<file path="config.mk">
export PLATFORM = sky130hd
export DESIGN_NAME = present_stream_ctrl
export DESIGN_NICKNAME = d
export VERILOG_FILES = /design/src/rtl/present_pkg.sv /design/src/rtl/present_bus_if.sv /design/src/rtl/present_stream_ctrl.sv
export SDC_FILE = /design/constraint.sdc
export NUM_CORES = 1
export LEC_CHECK = 0
export ABC_AREA = 1
export CORE_UTILIZATION = 35
export CTS_BUF_LIST = sky130_fd_sc_hd__clkbuf_2
export DETAILED_ROUTE_END_ITERATION = 16
export DONT_BUFFER_PORTS = 1
export HOLD_SLACK_MARGIN = 0.06
export PLACE_DENSITY_LB_ADDON = 0.05
export SETUP_SLACK_MARGIN = 0.5
export SYNTH_ARGS = -nofsm -noshare
export SYNTH_HDL_FRONTEND = slang
export SYNTH_SLANG_ARGS = --single-unit
</file>
<file path="constraint.sdc">
create_clock -name clk -period 15.3 [get_ports clk]
set_input_delay 3.06 -clock clk [delete_from_list [all_inputs] [get_ports clk]]
set_output_delay 3.06 -clock clk [all_outputs]
set_load 0.1 [all_outputs]
</file>
<file path="src/rtl/present_pkg.sv">
// Shared definitions for the PRESENT stream sequencer: the wrapper register map and the FSM state encoding.
package present_pkg;

    localparam logic [3:0] ADDR_LOAD    = 4'd0;
    localparam logic [3:0] ADDR_KEY_HI  = 4'd1;
    localparam logic [3:0] ADDR_KEY_MID = 4'd2;
    localparam logic [3:0] ADDR_KEY_LO  = 4'd3;
    localparam logic [3:0] ADDR_DAT_HI  = 4'd4;
    localparam logic [3:0] ADDR_DAT_LO  = 4'd5;
    localparam logic [3:0] ADDR_RES_HI  = 4'd6;
    localparam logic [3:0] ADDR_RES_LO  = 4'd7;
    localparam logic [3:0] ADDR_CTRL    = 4'd8;

    typedef enum logic [3:0] {
        ST_IDLE, ST_WK1, ST_WK2, ST_WK3, ST_WCTL, ST_WDH, ST_WDL,
        ST_START, ST_SETTLE, ST_POLL, ST_RDH, ST_RDL, ST_OUT
    } state_t;

endpackage

</file>
<file path="src/rtl/present_bus_if.sv">
// Registered single-beat driver for the wrapper port; rd_strobe marks the cycle the wrapper's read data is valid.
module present_bus_if
    import present_pkg::*;
(
    input  logic        clk,
    input  logic        iReset,
    input  logic        req,
    input  logic        we,
    input  logic [3:0]  addr,
    input  logic [31:0] wdata,
    output logic        cs,
    output logic        wr,
    output logic [3:0]  address,
    output logic [31:0] wdat,
    output logic        rd_strobe
);

    // One clock per beat; idle cycles force every bus field to zero.
    always_ff @(posedge clk or posedge iReset) begin
        if (iReset) begin
            cs        <= 1'b0;
            wr        <= 1'b0;
            address   <= ADDR_LOAD;
            wdat      <= 32'd0;
            rd_strobe <= 1'b0;
        end else begin
            if (req) begin
                cs      <= 1'b1;
                wr      <= we;
                address <= addr;
                wdat    <= wdata;
            end else begin
                cs      <= 1'b0;
                wr      <= 1'b0;
                address <= ADDR_LOAD;
                wdat    <= 32'd0;
            end
            rd_strobe <= cs & ~wr;
        end
    end

endmodule

</file>
<file path="src/rtl/present_stream_ctrl.sv">
// Stream-to-bus sequencer in front of the PRESENT register wrapper.
// Optional build macro PRESENT_STREAM_CTRL_PERF_EN adds block count and latency outputs.
module present_stream_ctrl
    import present_pkg::*;
#(
    parameter int SETTLE  = 4,
    parameter int TIMEOUT = 1024
) (
    input  logic        clk,
    input  logic        iReset,
    input  logic [79:0] iKey,
    input  logic        iKeyValid,
    input  logic        iMode,
    input  logic        iSValid,
    output logic        oSReady,
    input  logic [63:0] iSData,
    output logic        oMValid,
    input  logic        iMReady,
    output logic [63:0] oMData,
    output logic        oMErr,
    output logic        oChipselect,
    output logic        oWriteRead,
    output logic [3:0]  oAddress,
    output logic [31:0] oWdat,
    input  logic [31:0] iRdat
`ifdef PRESENT_STREAM_CTRL_PERF_EN
    ,
    output logic [31:0] oBlkCount,
    output logic [15:0] oLastLat
`endif
);

    localparam int CW = $clog2(TIMEOUT + 1);

    state_t         state_r;
    logic [CW-1:0]  cnt_r;
    logic [79:0]    key_r;
    logic [79:0]    act_key_r;
    logic           mode_r;
    logic           act_mode_r;
    logic           key_dirty_r;
    logic [63:0]    blk_r;
    logic [31:0]    res_hi_r;

    logic           accept_s;
    logic           kdirty_s;
    logic [79:0]    key_sel_s;
    logic           mode_sel_s;
    logic           poll_last_s;
    logic           req_s;
    logic           we_s;
    logic [3:0]     addr_s;
    logic [31:0]    wdat_s;
    logic           rd_strobe_s;

    assign accept_s    = iSValid & oSReady;
    assign kdirty_s    = key_dirty_r | iKeyValid;
    assign key_sel_s   = iKeyValid ? iKey : key_r;
    assign mode_sel_s  = iKeyValid ? iMode : mode_r;
    assign poll_last_s = (cnt_r == CW'(TIMEOUT - 1));

    // Beat request for the next cycle, so the registered bus shows each state's beat while in that state.
    always_comb begin
        req_s  = 1'b0;
        we_s   = 1'b0;
        addr_s = ADDR_LOAD;
        wdat_s = 32'd0;
        case (state_r)
            ST_IDLE: begin
                if (accept_s) begin
                    req_s = 1'b1;
                    we_s  = 1'b1;
                    if (kdirty_s) begin
                        addr_s = ADDR_KEY_HI;
                        wdat_s = key_sel_s[79:48];
                    end else begin
                        addr_s = ADDR_DAT_HI;
                        wdat_s = iSData[63:32];
                    end
                end else begin
                    req_s = 1'b0;
                end
            end
            ST_WK1:  begin req_s = 1'b1; we_s = 1'b1; addr_s = ADDR_KEY_MID; wdat_s = act_key_r[47:16]; end
            ST_WK2:  begin req_s = 1'b1; we_s = 1'b1; addr_s = ADDR_KEY_LO;  wdat_s = {16'd0, act_key_r[15:0]}; end
            ST_WK3:  begin req_s = 1'b1; we_s = 1'b1; addr_s = ADDR_CTRL;    wdat_s = {31'd0, act_mode_r}; end
            ST_WCTL: begin req_s = 1'b1; we_s = 1'b1; addr_s = ADDR_DAT_HI;  wdat_s = blk_r[63:32]; end
            ST_WDH:  begin req_s = 1'b1; we_s = 1'b1; addr_s = ADDR_DAT_LO;  wdat_s = blk_r[31:0]; end
            ST_WDL:  begin req_s = 1'b1; we_s = 1'b1; addr_s = ADDR_LOAD;    wdat_s = 32'd1; end
            ST_SETTLE: begin
                if (cnt_r == CW'(SETTLE - 1)) begin
                    req_s  = 1'b1;
                    addr_s = ADDR_CTRL;
                end else begin
                    req_s = 1'b0;
                end
            end
            ST_POLL: begin
                if (rd_strobe_s && iRdat[0]) begin
                    req_s  = 1'b1;
                    addr_s = ADDR_RES_HI;
                end else if (rd_strobe_s && !poll_last_s) begin
                    req_s  = 1'b1;
                    addr_s = ADDR_CTRL;
                end else begin
                    req_s = 1'b0;
                end
            end
            ST_RDH: begin
                if (rd_strobe_s) begin
                    req_s  = 1'b1;
                    addr_s = ADDR_RES_LO;
                end else begin
                    req_s = 1'b0;
                end
            end
            default: req_s = 1'b0;
        endcase
    end

    present_bus_if u_bus (
        .clk       (clk),
        .iReset    (iReset),
        .req       (req_s),
        .we        (we_s),
        .addr      (addr_s),
        .wdata     (wdat_s),
        .cs        (oChipselect),
        .wr        (oWriteRead),
        .address   (oAddress),
        .wdat      (oWdat),
        .rd_strobe (rd_strobe_s)
    );

    // Main sequencer with registered stream outputs.
    always_ff @(posedge clk or posedge iReset) begin
        if (iReset) begin
            state_r     <= ST_IDLE;
            cnt_r       <= {CW{1'b0}};
            key_r       <= 80'd0;
            act_key_r   <= 80'd0;
            mode_r      <= 1'b0;
            act_mode_r  <= 1'b0;
            key_dirty_r <= 1'b1;
            blk_r       <= 64'd0;
            res_hi_r    <= 32'd0;
            oSReady     <= 1'b0;
            oMValid     <= 1'b0;
            oMData      <= 64'd0;
            oMErr       <= 1'b0;
        end else begin
            if (iKeyValid) begin
                key_r       <= iKey;
                mode_r      <= iMode;
                key_dirty_r <= 1'b1;
            end
            case (state_r)
                ST_IDLE: begin
                    if (accept_s) begin
                        blk_r      <= iSData;
                        act_key_r  <= key_sel_s;
                        act_mode_r <= mode_sel_s;
                        oSReady    <= 1'b0;
                        // The block snapshots the key here, so a key arriving later stays pending.
                        if (kdirty_s) begin
                            key_dirty_r <= 1'b0;
                            state_r     <= ST_WK1;
                        end else begin
                            state_r <= ST_WDH;
                        end
                    end else begin
                        oSReady <= 1'b1;
                    end
                end
                ST_WK1:  state_r <= ST_WK2;
                ST_WK2:  state_r <= ST_WK3;
                ST_WK3:  state_r <= ST_WCTL;
                ST_WCTL: state_r <= ST_WDH;
                ST_WDH:  state_r <= ST_WDL;
                ST_WDL:  state_r <= ST_START;
                ST_START: begin
                    state_r <= ST_SETTLE;
                    cnt_r   <= {CW{1'b0}};
                end
                ST_SETTLE: begin
                    if (cnt_r == CW'(SETTLE - 1)) begin
                        state_r <= ST_POLL;
                        cnt_r   <= {CW{1'b0}};
                    end else begin
                        cnt_r <= cnt_r + CW'(1);
                    end
                end
                ST_POLL: begin
                    if (rd_strobe_s && iRdat[0]) begin
                        state_r <= ST_RDH;
                    end else if (poll_last_s) begin
                        state_r     <= ST_OUT;
                        oMValid     <= 1'b1;
                        oMData      <= 64'd0;
                        oMErr       <= 1'b1;
                        key_dirty_r <= 1'b1;
                    end else begin
                        cnt_r <= cnt_r + CW'(1);
                    end
                end
                ST_RDH: begin
                    if (rd_strobe_s) begin
                        res_hi_r <= iRdat;
                        state_r  <= ST_RDL;
                    end
                end
                ST_RDL: begin
                    if (rd_strobe_s) begin
                        state_r <= ST_OUT;
                        oMValid <= 1'b1;
                        oMErr   <= 1'b0;
                        oMData  <= {res_hi_r, iRdat};
                    end
                end
                ST_OUT: begin
                    if (iMReady) begin
                        state_r <= ST_IDLE;
                        oMValid <= 1'b0;
                        oMErr   <= 1'b0;
                        oMData  <= 64'd0;
                        oSReady <= 1'b1;
                    end
                end
                default: begin
                    state_r <= ST_IDLE;
                    oSReady <= 1'b0;
                    oMValid <= 1'b0;
                end
            endcase
        end
    end

`ifdef PRESENT_STREAM_CTRL_PERF_EN
    logic [15:0] lat_r;
    logic        mvalid_q_r;

    // Latency runs from acceptance and is latched when the result first appears.
    always_ff @(posedge clk or posedge iReset) begin
        if (iReset) begin
            lat_r      <= 16'd0;
            mvalid_q_r <= 1'b0;
            oBlkCount  <= 32'd0;
            oLastLat   <= 16'd0;
        end else begin
            mvalid_q_r <= oMValid;
            if (accept_s) begin
                lat_r <= 16'd1;
            end else if (state_r != ST_IDLE && state_r != ST_OUT && lat_r != 16'hFFFF) begin
                lat_r <= lat_r + 16'd1;
            end
            if (oMValid && !mvalid_q_r) begin
                oLastLat <= lat_r;
                if (!oMErr) begin
                    oBlkCount <= oBlkCount + 32'd1;
                end
            end
        end
    end
`endif

endmodule

</file>
[Word-level counts from Yosys, hierarchy flattened]
Index checks and enable logic that the tools add are counted.
Storage, ports and cells
  bits in registers: 348
  bits of input ports: 182
  output and inout bits: 105
  logic and storage cells: 121
Cells by class
  add/sub/neg operators: 1
  equality and inequality tests: 23
  mux-type cells: 57
  bitwise logic cells: 6
  reductions and logical operators: 16
Operators with widths (count)
  $mux W64: 4
  $pmux W32 S7: 1
  $pmux W64 S3: 1
  $mux W32: 3
  $mux W80: 1
  $pmux W4 S13: 1
  $mux W4: 11
  $pmux W4 S9: 1
  $mux W11: 3
  $pmux W11 S3: 1
  $eq A4 B4 Y1 const B: 5
  $mux W1: 20
  $eq A4 B3 Y1 const B: 4
  $mux W3: 4
  $ne A2 B2 Y1 const B: 6
  $add A11 B1 Y11 const B: 1
  $eq A11 B10 Y1 const B: 1
  $eq A11 B2 Y1 const B: 1
  $reduce_or A11 Y1: 1
  $reduce_and A5 Y1: 2
  $reduce_or A10 Y1: 1
  $eq A4 B2 Y1 const B: 2
  $pmux W1 S3: 2
  $reduce_and A2 Y1: 3
  other kinds (16): 23

[Logic depth before layout (Yosys ltp)]
  word-level depth: 7
  depth in mapped cells: 13
  depth with buffers taken out: 11

[Modules after synthesis]
A second synthesis with hierarchy kept.
Unflattened totals
  cell total of the unflattened synthesis: 1717
  area total of the unflattened synthesis: 15183.3 um2
Modules (own cells, without submodules)
  present_stream_ctrl: times used 1, cells an instance 1597, area an instance 13873.3 um2, seq. area each 7733.7 um2
  present_bus_if: times used 1, cells an instance 120, area an instance 1310.0 um2, seq. area each 975.9 um2

[Worst setup path before layout]
Ideal clock, no wire load.
  kind: in2reg
  start point: input iKeyValid
  end point: register u_bus.wdat[17]
  setup time: 131 ps
  arrival time: 3886 ps
  data required time: 15169 ps
  path slack: 11283 ps
  cell stages on the path: 7
  path buffers: 2
  path through: clkbuf_1 -> inv_2 -> clkbuf_1 -> nand2_1 -> nand2_1 -> nand2_1 -> o211ai_2
Between the ends
  word-level cells in the longest chain between the ends: 5
  elaborated cells on any way between the ends: 6
  those cells by class: 5 x mux; 1 x bitwise
Ends and longest elaborated chain
  start, declared: RTL line present_stream_ctrl.sv:12  | input logic iKeyValid,
  $mux W80
  net key_sel_s[65]: RTL line present_stream_ctrl.sv:47  | logic [79:0] key_sel_s;
  $mux W32: RTL line present_stream_ctrl.sv:73  | if (kdirty_s) begin
  $mux W32: RTL line present_stream_ctrl.sv:70  | if (accept_s) begin
  $pmux W32 S7: RTL line present_stream_ctrl.sv:68  | case (state_r)
  $mux W32: RTL line present_bus_if.sv:27  | if (req) begin
  end signal, assigned: RTL line present_bus_if.sv:31  | wdat <= wdata;
  end, declared: RTL line present_bus_if.sv:14  | output logic [31:0] wdat,
The timed path passes the listed nets, and every way through them passes these cells.
A chain may end at the register's enable or synchronous reset.

[Worst setup path after layout]
  start point: register u_bus.wdat[28]
  end point: output oWdat[28]
RTL lines
  end, declared: RTL line present_stream_ctrl.sv:24  | output logic [31:0] oWdat,
No word-level cell between the ends.

==> flow_metrics.py <==
metrics = {
    "timing": {
        "worst_pin_slew_ns": 1.07,
        "rsz0062_at_grt": "false",
        "final_hold_viol_count": 0,
        "fin_crit_sh_pct": 33.2,
        "max_freq_mhz": 197,
        "final_max_slew_viol_count": 0,
        "min_period_ns": 5.08,
        "setup_violations": 0,
        "fin_skew_ns": 0.0762,
        "maxSlewHeadroom_pct": 28.4,
        "fin_hold_ws_ns": 0.472,
        "finalSetupTns_ns": 0,
    },
    "power": {
        "ir_drop_uv": 78.8,
        "power.leakage_nw": 8.17,
        "power_density_nw_per_um2": 178,
        "total_power_mw": 2.85,
    },
    "setup_path": {
        "r2r_cells": 12,
        "end_kind": "output port",
        "crit_fanout": 1,
        "r2r_start": "state_r[2]",
        "critPathArrivalTime_ns": 2.02,
        "r2r_setup_slack_ns": 11.61,
        "cp.required_ns": 12.24,
        "r2r-end": "oMData[23]",
        "critical_path_class": "register to output port",
        "start_kind": "register",
    },
    "floorplan": {
        "initial_utilization_pct": 35.6,
        "num_io_pins": 287,
        "coreArea_sq_um": 41900,
        "dieHeight_microns": 208,
        "row_count": 75,
        "die_w_microns": 208,
        "dieArea_sq_um": 43400,
    },
    "clock_tree": {
        "cts-root-buf": "clkbuf_2",
        "clock_latency_ns": 1.04,
        "tritoncts": "yes",
        "cts_hold_buf": 0,
        "post_cts_buffers": 0,
        "numCtsBuffers": 95,
        "htreeDepth": 3,
        "numClockSinks": 348,
        "clock_path_buffers": 3,
        "clk_pin_slew_ns": 0.09,
        "cts_resized": 0,
    },
    "logic_synthesis": {
        "synthCells": 1744,
        "ys_warn_count": 0,
        "synth_edf_count": 0,
        "synth_compound_area_share_pct": 9.48,
        "synthArstFlopShare_pct": 100,
        "synth_nets": 1932,
        "synth_common_cells": "870 x nand2_1, 347 x dfrtp_1, 96 x o21ai_1, 90 x inv_1, 47 x nor2_1",
        "synth_top_area_share_pct": 58.2,
        "post-synth-top-count-cell": "nand2_1",
        "ys_ff_latch": 348,
        "synthAdderAreaFrac_pct": 0.503,
        "synth_xor_area_share_pct": 0.117,
        "synth_top_family_by_area": "simple AND/OR/NAND/NOR gates",
        "yosys.area_share.simple_pct": 25.4,
        "yosys-top-cells-area": "dfrtp_1 58%, nand2_1 22%, o21ai_1 3.2%",
        "muxShareOfSynthArea_pct": 0,
        "synth_area_leader_cell": "dfrtp_1",
        "synth_top_flop_cell": "dfrtp_1",
        "syn_area_sq_um": 14900,
        "ys_types": 33,
        "ys_seq_area_share_pct": 58.4,
        "syn_avg_cell_area_sq_um": 8.55,
    },
    "detailed_routing": {
        "routed_via_density": 4.69,
        "drtIter0Drc": 731,
        "drcViolationCount": 0,
        "ant_nets": 0,
        "drt-total-wl_microns": 42200,
        "first_pass_iters": 4,
        "wl_per_cell_microns": 17.8,
        "num_vias": 11100,
    },
    "run_status": {
        "status": "completed",
    },
    "global_routing": {
        "globalRouteTotalUtil_pct": 19.9,
        "grt_pass1_vias": 11400,
        "grt_antenna_before_repair": 3,
        "grt_max_degree": 97,
        "grt_pass1_wl_microns": 66800,
        "grt_overflow": 0,
    },
    "placed_design": {
        "dp_cells": 2207,
        "portBuffers": 0,
        "postPlaceCellArea_sq_um": 15200,
        "dpl.hpwl_microns": 27600,
        "gp_congestion": 0.823,
    },
    "final_layout": {
        "finalInstanceArea_sq_um": 16000,
        "fin_nets": 1953,
        "instances_no_fill": 2374,
        "final_layout_size_suffix_gt1_share_pct": 13.9,
        "area_delta_synth_final_pct": 7.25,
        "final.fill_count": 4457,
    },
    "job": {
        "maxCapViolCount": 0,
    },
    "worst_hold_path": {
        "min_from": "res_hi_r[16]",
        "holdCritPathClass": "register to register",
        "whs_path_depth": 2,
        "hold_end": "res_hi_r[16]",
    },
}
-- report_power, final --
group | internal [mW] | total, mW | leakage (nW) | switching, mW
combinational | 0.185 | 0.565 | 3.15 | 0.380
sequential | 1.15 | 1.63 | 4.36 | 0.488
clock | 0.254 | 0.650 | 0.655 | 0.396
total | 1.59 | 2.85 | 8.17 | 1.26
-- area by class of cell --
class                           count  area [sq um]  share of cell area, %
Sequential cell                   348          8710                   54.5
Multi-Input combinational cell   1206          5310                   33.2
Timing Repair Buffer               12          90.1                  0.563
Inverter                          102           393                   2.46
Tap cell                          539           674                   4.22
Clock inverter                     14          62.6                  0.391
Clock buffer                      149           746                   4.66
Antenna cell                        4          10.0                 0.0626
-- layer usage --
| layer | up-vias | GRT usage, % | share of wire (%) |
|---|---|---|---|
| met5 | - | 0 | 0 |
| met4 | 0 | 6.82 | 2.3 |
| met3 | 70 | 6.73 | 7.1 |
| met2 | 300 | 30.1 | 44 |
| met1 | 5224 | 26.5 | 46 |
| li1 | 5542 | - | - |
-- state kept, by name, indices dropped and copies added, names as in the netlist --
register         cells
u_bus.cs             1
u_bus.rd_strobe      1
mode_r               1
act_key_r           48
res_hi_r            32
oSReady              1
u_bus.address        4
cnt_r               11
oMErr                1
blk_r               64
key_r               80
act_mode_r           1
u_bus.wdat          32
state_r              4
u_bus.wr             1
key_dirty_r          1
oMData              64
oMValid              1
-- placed cells by master, fill, tap and decap left out, types with 3 or more instances in the layout --
master	Yosys	layout
nor2_2	10	8
clkinv_1	0	7
o21ai_0	37	37
clkbuf_2	0	149
o211ai_2	19	19
nand4_1	4	4
diode_2	0	4
o21ai_2	35	35
dfrtp_1	347	347
inv_2	12	15
nor2_1	47	47
a21oi_1	23	23
inv_1	90	89
nand3_1	31	31
o21ai_1	96	96
nand2_2	5	4
nand2_1	870	870
nor2_4	1	3
ha_1	6	6
o22ai_1	8	8
buf_4	10	12
-- metrics by stage --
step / worst slack (ns) / utilization [%]
after floorplan: 2.59 / -
after global placement: 9.86 / 36.2
after detailed placement: 9.85 / 36.2
after CTS: 10.06 / 38.1
after global routing: 10.07 / 38.1
final: 10.22 / 38.1
-- kinds of logic (layout without fill, tap and decap cells) --
family | Yosys count | count (layout)
AOI/OAI and AO/OA | 223 | 223
adders and majority gates | 6 | 6
DFF | 348 | 348
and+or+nand+nor | 975 | 975
xor gates and xnor gates | 2 | 2
buffers and inverters | 190 | 277
other | 0 | 4
-- worst max path at each step --
stage,from,end,depth (start not counted)
2_1_floorplan,iReset,act_key_r[0],1
3_3_place_gp,iReset,key_r[29],3
3_5_place_dp,iReset,key_r[29],3
4_1_cts,u_bus.wdat[0],oWdat[0],0
5_1_grt,u_bus.wdat[0],oWdat[0],0
6_report,u_bus.wdat[28],oWdat[28],0
-- tightest hold or removal path: cells and delay by family (launching register included) --
| family | cells | cell delay (ns) |
|---|---|---|
| flip-flops | 1 | 0.35 |
| AND/OR/NAND/NOR | 2 | 0.09 |
Power figures use the tool's default switching activity.
